$ cat config.mk
export PLATFORM = sky130hd
export DESIGN_NAME = uart_mmio_bridge
export DESIGN_NICKNAME = d
export VERILOG_FILES = /design/src/rtl/uart_mmio_pkg.sv /design/src/rtl/sync_fifo.sv /design/src/rtl/uart_mmio_bridge.sv
export SDC_FILE = /design/constraint.sdc
export NUM_CORES = 1
export LEC_CHECK = 0
export ABC_CLOCK_PERIOD_IN_PS = 2950
export BUFFER_PORTS_ARGS = -buffer_cell sky130_fd_sc_hd__buf_2
export CORE_MARGIN = 5
export CORE_UTILIZATION = 52
export DETAILED_ROUTE_END_ITERATION = 10
export GPL_ROUTABILITY_DRIVEN = 0
export PLACE_DENSITY = 0.85
export SLEW_MARGIN = 20
export SYNTH_ARGS = -nofsm -noshare
export SYNTH_HDL_FRONTEND = slang
export SYNTH_HIERARCHICAL = 1
export SYNTH_SLANG_ARGS = --single-unit
$ cat constraint.sdc
create_clock -name clk -period 2.95 [get_ports clk]
set_clock_uncertainty 0.05 [all_clocks]
set_input_delay 0.295 -clock clk [delete_from_list [all_inputs] [get_ports clk]]
set_output_delay 0.295 -clock clk [all_outputs]
set_load 0.02 [all_outputs]
$ cat src/rtl/uart_mmio_pkg.sv
// Register offsets and STATUS/CTRL field layout shared by the UART MMIO bridge.
package uart_mmio_pkg;

  localparam logic [3:0] OFF_STATUS = 4'h0;
  localparam logic [3:0] OFF_RXDATA = 4'h4;
  localparam logic [3:0] OFF_TXDATA = 4'h8;
  localparam logic [3:0] OFF_CTRL   = 4'hC;

  localparam int STATUS_TX_DROP = 2;
  localparam int CTRL_RX_IRQ_EN = 0;

  // Member order puts tx_not_full at bit 0 and tx_empty at bit 3.
  typedef struct packed {
    logic tx_empty;
    logic tx_drop;
    logic rx_not_empty;
    logic tx_not_full;
  } status_t;

endpackage

$ cat src/rtl/sync_fifo.sv
// Single-clock FIFO with occupancy count; push when full and pop when empty are ignored.
module sync_fifo #(
  parameter int WIDTH = 8,
  parameter int DEPTH = 8,
  localparam int AW = $clog2(DEPTH),
  localparam int CW = AW + 1
) (
  input  logic             clk,
  input  logic             reset,
  input  logic             push,
  input  logic [WIDTH-1:0] wdata,
  input  logic             pop,
  output logic             full,
  output logic             empty,
  output logic [CW-1:0]    count,
  output logic [WIDTH-1:0] head
);

  logic [WIDTH-1:0] mem [DEPTH];
  logic [AW-1:0]    wr_ptr;
  logic [AW-1:0]    rd_ptr;
  logic             do_push;
  logic             do_pop;

  assign full    = (count == CW'(DEPTH));
  assign empty   = (count == '0);
  assign do_push = push && !full;
  assign do_pop  = pop && !empty;
  assign head    = mem[rd_ptr];

  // Storage needs no reset; only entries between the pointers are ever observed.
  always_ff @(posedge clk) begin
    if (do_push) mem[wr_ptr] <= wdata;
  end

  always_ff @(posedge clk or posedge reset) begin
    if (reset) begin
      wr_ptr <= '0;
      rd_ptr <= '0;
      count  <= '0;
    end else begin
      if (do_push) wr_ptr <= wr_ptr + AW'(1);
      if (do_pop)  rd_ptr <= rd_ptr + AW'(1);
      case ({do_push, do_pop})
        2'b10:   count <= count + CW'(1);
        2'b01:   count <= count - CW'(1);
        default: count <= count;
      endcase
    end
  end

endmodule

$ cat src/rtl/uart_mmio_bridge.sv
// Memory-mapped UART controller: CPU register window over a TX FIFO and an RX FIFO
// feeding the uart's valid/ready byte ports.
module uart_mmio_bridge
  import uart_mmio_pkg::*;
#(
  parameter int XLEN       = 32,
  parameter int ADDR_W     = 4,
  parameter int FIFO_DEPTH = 8
) (
  input  logic              clk,
  input  logic              reset,
  input  logic [ADDR_W-1:0] i_addr,
  input  logic [XLEN-1:0]   i_wdata,
  input  logic              i_we,
  input  logic              i_re,
  output logic [XLEN-1:0]   o_rdata,
  output logic [7:0]        o_data_in,
  output logic              o_data_in_valid,
  input  logic              i_data_in_ready,
  input  logic [7:0]        i_data_out,
  input  logic              i_data_out_valid,
  output logic              o_data_out_ready,
  output logic              o_irq
);

  localparam int CW = $clog2(FIFO_DEPTH) + 1;

  logic            tx_push, tx_pop, tx_full, tx_empty;
  logic [7:0]      tx_head;
  logic [CW-1:0]   tx_count;
  logic            rx_push, rx_pop, rx_full, rx_empty;
  logic [7:0]      rx_head;
  logic [CW-1:0]   rx_count;
  logic            tx_drop;
  logic            rx_irq_en;
  logic [3:0]      word_off;
  logic            mapped;
  logic            sel_status, sel_rxdata, sel_txdata, sel_ctrl;
  status_t         status;
  logic [XLEN-1:0] rdata_next;
  logic            unused_bits;

  assign word_off   = {i_addr[3:2], 2'b00};
  assign mapped     = ((i_addr >> 4) == '0);
  assign sel_status = mapped && (word_off == OFF_STATUS);
  assign sel_rxdata = mapped && (word_off == OFF_RXDATA);
  assign sel_txdata = mapped && (word_off == OFF_TXDATA);
  assign sel_ctrl   = mapped && (word_off == OFF_CTRL);

  // Valid/ready on the uart side: a byte moves on any cycle where valid and ready
  // are both high; valid never waits for ready, and ready is low only while RX is full.
  assign tx_push = i_we && sel_txdata && !tx_full;
  assign tx_pop  = o_data_in_valid && i_data_in_ready;
  assign rx_push = i_data_out_valid && o_data_out_ready;
  assign rx_pop  = i_re && sel_rxdata && !rx_empty;

  assign o_data_in        = tx_head;
  assign o_data_in_valid  = !tx_empty;
  assign o_data_out_ready = !rx_full;

  sync_fifo #(.WIDTH(8), .DEPTH(FIFO_DEPTH)) u_tx_fifo (
    .clk   (clk),
    .reset (reset),
    .push  (tx_push),
    .wdata (i_wdata[7:0]),
    .pop   (tx_pop),
    .full  (tx_full),
    .empty (tx_empty),
    .count (tx_count),
    .head  (tx_head)
  );

  sync_fifo #(.WIDTH(8), .DEPTH(FIFO_DEPTH)) u_rx_fifo (
    .clk   (clk),
    .reset (reset),
    .push  (rx_push),
    .wdata (i_data_out),
    .pop   (rx_pop),
    .full  (rx_full),
    .empty (rx_empty),
    .count (rx_count),
    .head  (rx_head)
  );

  always_comb begin
    status              = '0;
    status.tx_not_full  = !tx_full;
    status.rx_not_empty = !rx_empty;
    status.tx_drop      = tx_drop;
    status.tx_empty     = tx_empty;
  end

  // Read mux sees start-of-cycle state, so a same-cycle STATUS write is not reflected.
  always_comb begin
    rdata_next = '0;
    if (sel_status) begin
      rdata_next = XLEN'(status);
    end else if (sel_rxdata && !rx_empty) begin
      rdata_next = XLEN'(rx_head);
    end else if (sel_ctrl) begin
      rdata_next[CTRL_RX_IRQ_EN] = rx_irq_en;
    end
  end

  always_ff @(posedge clk or posedge reset) begin
    if (reset) begin
      o_rdata   <= '0;
      tx_drop   <= 1'b0;
      rx_irq_en <= 1'b0;
      o_irq     <= 1'b0;
    end else begin
      if (i_re) o_rdata <= rdata_next;
      if (i_we && sel_txdata && tx_full) begin
        tx_drop <= 1'b1;
      end else if (i_we && sel_status && i_wdata[STATUS_TX_DROP]) begin
        tx_drop <= 1'b0;
      end
      if (i_we && sel_ctrl) rx_irq_en <= i_wdata[CTRL_RX_IRQ_EN];
      o_irq <= rx_irq_en && !rx_empty;
    end
  end

  assign unused_bits = ^{i_wdata[XLEN-1:8], i_addr[1:0], tx_count, rx_count};

endmodule
After elaboration in Yosys (flattened, before gate mapping)

Memories as Yosys holds them, arrays and structs flattened.
Index checks and enable logic that the tools add are counted.

Add/subtract/negate cells: 8
Multiply operators: 0
Divide/modulo/power cells: 0
Magnitude comparators: 0
Equal/unequal tests: 9
Shifts and indexed selects: 0
Muxes and demuxes: 12
Bitwise operators: 0
Reduce and logical (&&, ||, !) cells: 26

Operators by type and width:

| operator                                         | number |
|---|---|
| two-way mux 32 bit                               | 1 |
| logical AND 1 bit                                | 16 |
| one-hot mux 4 bit (2 select lines)               | 2 |
| adder 3 x 1 -> 3 bit, second input constant      | 4 |
| zero test 4 bit                                  | 3 |
| adder 4 x 1 -> 4 bit, second input constant      | 2 |
| == test 2 bit, second input constant             | 4 |
| == test 4 bit, second input constant             | 2 |
| two-way mux 1 bit                                | 8 |
| subtractor 4 x 1 -> 4 bit, second input constant | 2 |
| two-way mux 7 bit                                | 1 |
| == test 2 x 1 -> 1 bit, second input constant    | 3 |
| nonzero test 2 bit                               | 3 |
| zero test 1 bit                                  | 4 |

Bits in registers: 55
Latch bits: 0
RAM bits: 128
Bits in read-only memories: 0
Bits of input ports: 50
Output and inout bits: 43
Word-level logic and storage cells: 67
Memories kept: 2

Memory list:

| name          | depth | bits a word | read ports | clocked after Yosys merged registers in | wr ports | line            | source |
|---|---|---|---|---|---|---|---|
| u_rx_fifo.mem | 8     | 8           | 1          | 0                                       | 1        | sync_fifo.sv:19 | `logic [WIDTH-1:0] mem [DEPTH];` |
| u_tx_fifo.mem | 8     | 8           | 1          | 0                                       | 1        | sync_fifo.sv:19 |  |

Logic depth before layout (Yosys ltp)

Depth in word-level cells: 6
Depth in mapped cells: 10
Depth with buffers taken out: 9

By module

The synthesis kept the hierarchy.

Modules (own cells, without submodules):

| module           | instances | cells each | area an instance (µm²) | sequential area each (µm²) |
|---|---|---|---|---|
| sync_fifo        | 2         | 161        | 3135.5                 | 2172.1 |
| uart_mmio_bridge | 1         | 82         | 735.7                  | 275.3 |

Worst setup path after synthesis

OpenSTA, ideal clock, no wires.

Path type: register -> register
Start point: reg u_rx_fifo.count[0]
End point: reg u_rx_fifo.count[3]
Setup time: 134 ps
Arrival time: 2864 ps
Data required time: 2766 ps
Slack: -97 ps
Cell stages (with the launch flop): 11
Buffers on the path: 1
Period minus slack after synthesis: 3047 ps
Cells stage by stage: dfrtp_1 > nor4_1 > and4bb_1 > buf_6 > o41ai_2 > inv_1 > ha_1 > ha_1 > or4b_2 > o311ai_0 > o211ai_1

Word-level cells in the longest chain between the ends: 6
Elaborated cells on any way between the ends: 14
Classes of those cells: add/sub: 2; eq/ne: 3; mux: 1; reduce/logical: 8

RTL lines:

| item                                                                            | line                   | source |
|---|---|---|
| from (decl)                                                                     | sync_fifo.sv:15        | `output logic [CW-1:0] count,` |
| from (signal assigned)                                                          | sync_fifo.sv:45        | `2'b10: count <= count + CW'(1);` |
| from (signal assigned)                                                          | sync_fifo.sv:46        | `2'b01: count <= count - CW'(1);` |
| from (signal assigned)                                                          | sync_fifo.sv:47        | `default: count <= count;` |
| zero test 4 bit (*)                                                             | sync_fifo.sv:26        | `assign empty = (count == '0);` |
| named net rx_empty                                                              | uart_mmio_bridge.sv:31 | `logic rx_push, rx_pop, rx_full, rx_empty;` |
| zero test 1 bit (*)                                                             | uart_mmio_bridge.sv:55 | `assign rx_pop = i_re && sel_rxdata && !rx_empty;` |
| logical AND 1 bit (*)                                                           | uart_mmio_bridge.sv:55 |  |
| named net rx_pop                                                                | uart_mmio_bridge.sv:31 |  |
| logical AND 1 bit (*)                                                           | sync_fifo.sv:28        | `assign do_pop = pop && !empty;` |
| named net u_rx_fifo.do_pop                                                      | sync_fifo.sv:23        | `logic do_pop;` |
| == test 2 x 1 -> 1 bit / == test 2 bit (equally long branches)                  | sync_fifo.sv:44        | `case ({do_push, do_pop})` |
| one-hot mux 4 bit (2 select lines) / nonzero test 2 bit (equally long branches) | --                     |  |

Mark *: on every way through the listed nets, which the timed path passes. The rest lies on a longest branch.
A chain may end at the register's enable or synchronous reset.

Worst setup path after layout

Start point: reg u_tx_fifo.count[0]
End point: reg u_tx_fifo.count[3]

Word-level cells in the longest chain between the ends: 6
Elaborated cells on any way between the ends: 14
Classes of those cells: add/sub: 2; eq/ne: 3; mux: 1; reduce/logical: 8

RTL lines:

| item                                                                            | line                   | source |
|---|---|---|
| from (decl)                                                                     | sync_fifo.sv:15        |  |
| from (signal assigned)                                                          | sync_fifo.sv:45        |  |
| from (signal assigned)                                                          | sync_fifo.sv:46        |  |
| from (signal assigned)                                                          | sync_fifo.sv:47        |  |
| == test 4 bit (*)                                                               | sync_fifo.sv:25        | `assign full = (count == CW'(DEPTH));` |
| named net tx_full                                                               | uart_mmio_bridge.sv:28 | `logic tx_push, tx_pop, tx_full, tx_empty;` |
| zero test 1 bit (*)                                                             | uart_mmio_bridge.sv:52 | `assign tx_push = i_we && sel_txdata && !tx_full;` |
| logical AND 1 bit (*)                                                           | uart_mmio_bridge.sv:52 |  |
| named net tx_push                                                               | uart_mmio_bridge.sv:28 |  |
| logical AND 1 bit (*)                                                           | sync_fifo.sv:27        | `assign do_push = push && !full;` |
| == test 2 x 1 -> 1 bit / == test 2 bit (equally long branches)                  | sync_fifo.sv:44        |  |
| one-hot mux 4 bit (2 select lines) / nonzero test 2 bit (equally long branches) | --                     |  |

Marks and branches as above.

==> reports/qor.txt <==
Cell Pwr Density: 906 nW/um^2
Clock share of power: 0.268
Post-DP HPWL: 8570 um
Global routing usage on met3: 0.0461
Layout cells sized above 1: 0.299
Drt drc: 0
Gr usage total: 0.168
Max-slew violations: 0
Detailed Routing Iterations Pass 1: 4
Sequential Area: 4620 sq um
Nets: 547
Skew-Pair Late Insertion Delay: 0.41 ns
Worst Tran Pin Value: 0.756 ns
Number of flops mapped to enable cells by yosys: 128
Worst Path Max Fanout: 5
FILL cells: 963
Setup TNS: 0 ns
Fmax: 352 MHz
IO buf count: 42
Finished Cell Area: 8090 sq um
Die area: 15900 sq um
Classification of the worst setup path: flop to flop
Crit share post-route: 0.963
Post-synthesis register bit count: 159
Detailed Route Iter0 Violations: 259
Avg Cell Area, Syn: 17.3 sq um
Final Total Pwr: 7330 uW
Drt total wl: 12900 um
FP Rows: 42
RSZ-0062 raised after global routing: false
WP data required: 3.19 ns
Final hold slack: 0.0967 ns
Worst Path Buf+Inv: 1
Multi-input logic area: 2140 sq um
WL/cell: 19.2 um
DRT antenna net count: 0
CP Launch Type: flop
Distinct cells, synth: 44
Leakage: 0.00304 uW
Worst vdd ir: 0.481 mV
Area growth from synthesis to layout: 15.4%
Crit path DAT: 3.08 ns
Synth warn: 6
Vias/cell: 5.43
Cell internal pwr: 4990 uW
I/O Pins: 93
Antenna cell count: 0
Status: finished clean
Die Ht: 126 um
Seq pwr share: 0.436
Clock-pin slew on the worst setup and hold paths: 0.06 ns
Core Area: 13200 sq um
Switch share: 0.319
P_sw: 2330 uW
Hold Fails Final Rpt: 0
Delay-heaviest family, CP: simple AND/OR/NAND/NOR gates
Placed Area: 7440 sq um
Asr flop ratio synth: 0.195
# clock sinks: 159
Met1 Use GR: 0.189
Fin crit period: 2.84 ns
Top Usage Layer GRT: met2
Mapped cell area: 7010 sq um
Via count: 3662
Critical-path top delay cell: or4b_2
Slew HR: 0.496
CTS max path bufs: 2
Post-Syn Instances: 404
Hold crit path type: input pin to flop
CTS Buf Count: 17
Number of H-tree levels: 4
Largest net degree at the start of global routing: 19
Global-route wire length before repair: 20300 um
Initial core utilization: 0.529
Setup violators final: 0
Critical Path Max Stage Delay: 0.62 ns
Nature of the critical path endpoint: flop
Clock Root Buffer: clkbuf_16
Combinational Power Share: 0.296
Top_reg_cell synth: edfxtp_1
Vias in the first global route: 3843
Chip Width: 126 um
Crit-path cells: or4b_4 > inv_2 > nor4bb_4 > nand2_2 > ha_2 > ha_4 > or4b_2 > o311ai_0 > o211ai_1
Sequential area share after synthesis: 0.659
Met2 Use GR: 0.305
Grt ovf: 0
Max-cap violations: 0
CTS tree: built
Antenna violations before repair: 1
[synth_stat cells, types with 2 or more instances]
master | count | area share
buf_2 | 4 | 0.0029
dfrtp_1 | 31 | 0.11
o311ai_0 | 2 | 0.0025
buf_6 | 3 | 0.0048
buf_1 | 2 | 0.0011
o211ai_1 | 2 | 0.0021
a21oi_1 | 6 | 0.0043
nand3b_1 | 3 | 0.0032
mux2i_1 | 3 | 0.0043
or4b_2 | 2 | 0.0029
a22oi_2 | 2 | 0.0036
o21ai_1 | 7 | 0.0050
nand3_1 | 8 | 0.0057
mux4_1 | 32 | 0.12
a2111o_1 | 2 | 0.0032
ha_1 | 10 | 0.018
buf_4 | 25 | 0.027
edfxtp_1 | 128 | 0.55
nand2b_1 | 5 | 0.0045
or4b_4 | 2 | 0.0039
nor2_1 | 16 | 0.0086
o41ai_2 | 2 | 0.0046
o21ai_0 | 2 | 0.0014
nor4_1 | 2 | 0.0018
xnor2_1 | 10 | 0.012
inv_1 | 25 | 0.013
nand4_1 | 2 | 0.0018
xor2_1 | 2 | 0.0025
nor2b_1 | 3 | 0.0027
fa_1 | 2 | 0.0057
nor3_1 | 4 | 0.0029
clkbuf_1 | 2 | 0.0011
nor3b_1 | 4 | 0.0043
mux2_2 | 20 | 0.032
buf_12 | 2 | 0.0057
nand2_2 | 2 | 0.0018
nand2_1 | 18 | 0.0096
[final timing paths]
| path | from | endpoint | slack, ns | cells past startpoint |
|---|---|---|---|---|
| worst max-delay path | u_tx_fifo/count[0]$_DFFE_PP0P_ | u_tx_fifo/count[3]$_DFFE_PP0P_ | 0.11 | 9 |
| worst min-delay path | i_data_out[6] | u_rx_fifo/mem[5][6]$_DFFE_PP_ | 0.1 | 1 |
| worst max register to register | u_tx_fifo/count[0]$_DFFE_PP0P_ | u_tx_fifo/count[3]$_DFFE_PP0P_ | 0.11 | 9 |
| worst min register to register | o_rdata[7]$_DFFE_PP0P_ | o_rdata[7]$_DFFE_PP0P_ | 0.46 | 2 |
| max in group asynchronous | reset | u_rx_fifo/count[1]$_DFFE_PP0P_ | 2.14 | 3 |
| min in group asynchronous | reset | u_tx_fifo/count[3]$_DFFE_PP0P_ | 0.39 | 3 |
[worst reg2reg max path, delay by kind of cell (launching register included)]
kind | cells | cell delay [ns]
simple gates | 4 | 1.40
buf+inv | 1 | 0.12
compound gates | 2 | 0.27
flops | 1 | 0.44
fa+ha+maj | 2 | 0.43
[logic make-up after synthesis]
kind of cell | share of synthesized area
AO/OA/AOI/OAI | 0.0293
XOR/XNOR | 0.0150
adder cells (fa/ha/maj) | 0.0236
buffers and inverters | 0.0557
flip-flops | 0.659
multiplexers | 0.158
other | 0.000535
AND/OR/NAND/NOR | 0.0586
[per-stage QoR]
| stage | setup slack, ns | std cells | utilization |
|---|---|---|---|
| final | 0.110 | 674 | 0.611 |
| after global placement | 0.152 | 634 | 0.562 |
| after CTS | 0.0384 | 667 | 0.604 |
| after floorplan | 0.00774 | 427 | - |
| after global routing | 0.000101 | 674 | 0.611 |
| after detailed placement | 0.0186 | 634 | 0.562 |
[sequential cells by signal (all words and copies together), names as in the netlist]
register / flops
u_rx_fifo/count: 4
u_tx_fifo/wr_ptr: 3
tx_drop: 1
u_tx_fifo/count: 4
u_rx_fifo/mem: 64
u_rx_fifo/wr_ptr: 3
u_tx_fifo/mem: 64
u_tx_fifo/rd_ptr: 3
o_rdata: 8
u_rx_fifo/rd_ptr: 3
o_irq: 1
rx_irq_en: 1
[power by group through the flow]
stage | sequential [uW] | clock, uW | combinational, uW
after floorplan | 3050 | 0 | 1720
after global placement | 3190 | 0 | 2000
after detailed placement | 3220 | 0 | 2100
after CTS | 3180 | 2000 | 2120
after global routing | 3250 | 2110 | 2370
final | 3200 | 1960 | 2170
[layout by cell type, fill, tap and decap left out, types with 5 or more instances in the layout]
| master | count |
|---|---|
| a21oi_1 | 6 |
| buf_2 | 42 |
| nand2b_1 | 5 |
| mux4_1 | 32 |
| o21ai_1 | 7 |
| nand3_1 | 8 |
| ha_1 | 7 |
| buf_4 | 34 |
| nand2_1 | 18 |
| nor2_1 | 16 |
| mux2_2 | 20 |
| dfrtp_1 | 28 |
| xnor2_1 | 10 |
| edfxtp_1 | 128 |
| conb_1 | 24 |
| clkbuf_16 | 17 |
| inv_1 | 24 |
[timing repair]
item	CTS	global route
pin swaps	0	6
buffers inserted	0	7
hold buffers	1	0
gates resized for setup	1	10
endpoints found under the hold margin	31	0
endpoints found under the setup margin	1	2
gates cloned	0	0
[cell type report]
cell class | count | area share
Timing Repair Buffer | 77 | 0.0588
Clock buffer | 17 | 0.0526
Inverter | 25 | 0.0116
Multi-Input combinational cell | 205 | 0.264
Tap cell | 176 | 0.0272
Sequential cell | 159 | 0.572
Clock inverter | 15 | 0.0141
[per-layer routing]
layer / vias up / part of all wire / routed length (um)
met5: - / 0.00054 / 7
met4: 2 / 0.016 / 204
met3: 16 / 0.048 / 622
met2: 84 / 0.55 / 7170
met1: 1878 / 0.38 / 4920
li1: 1682 / - / -
Power figures use the tool's default switching activity.
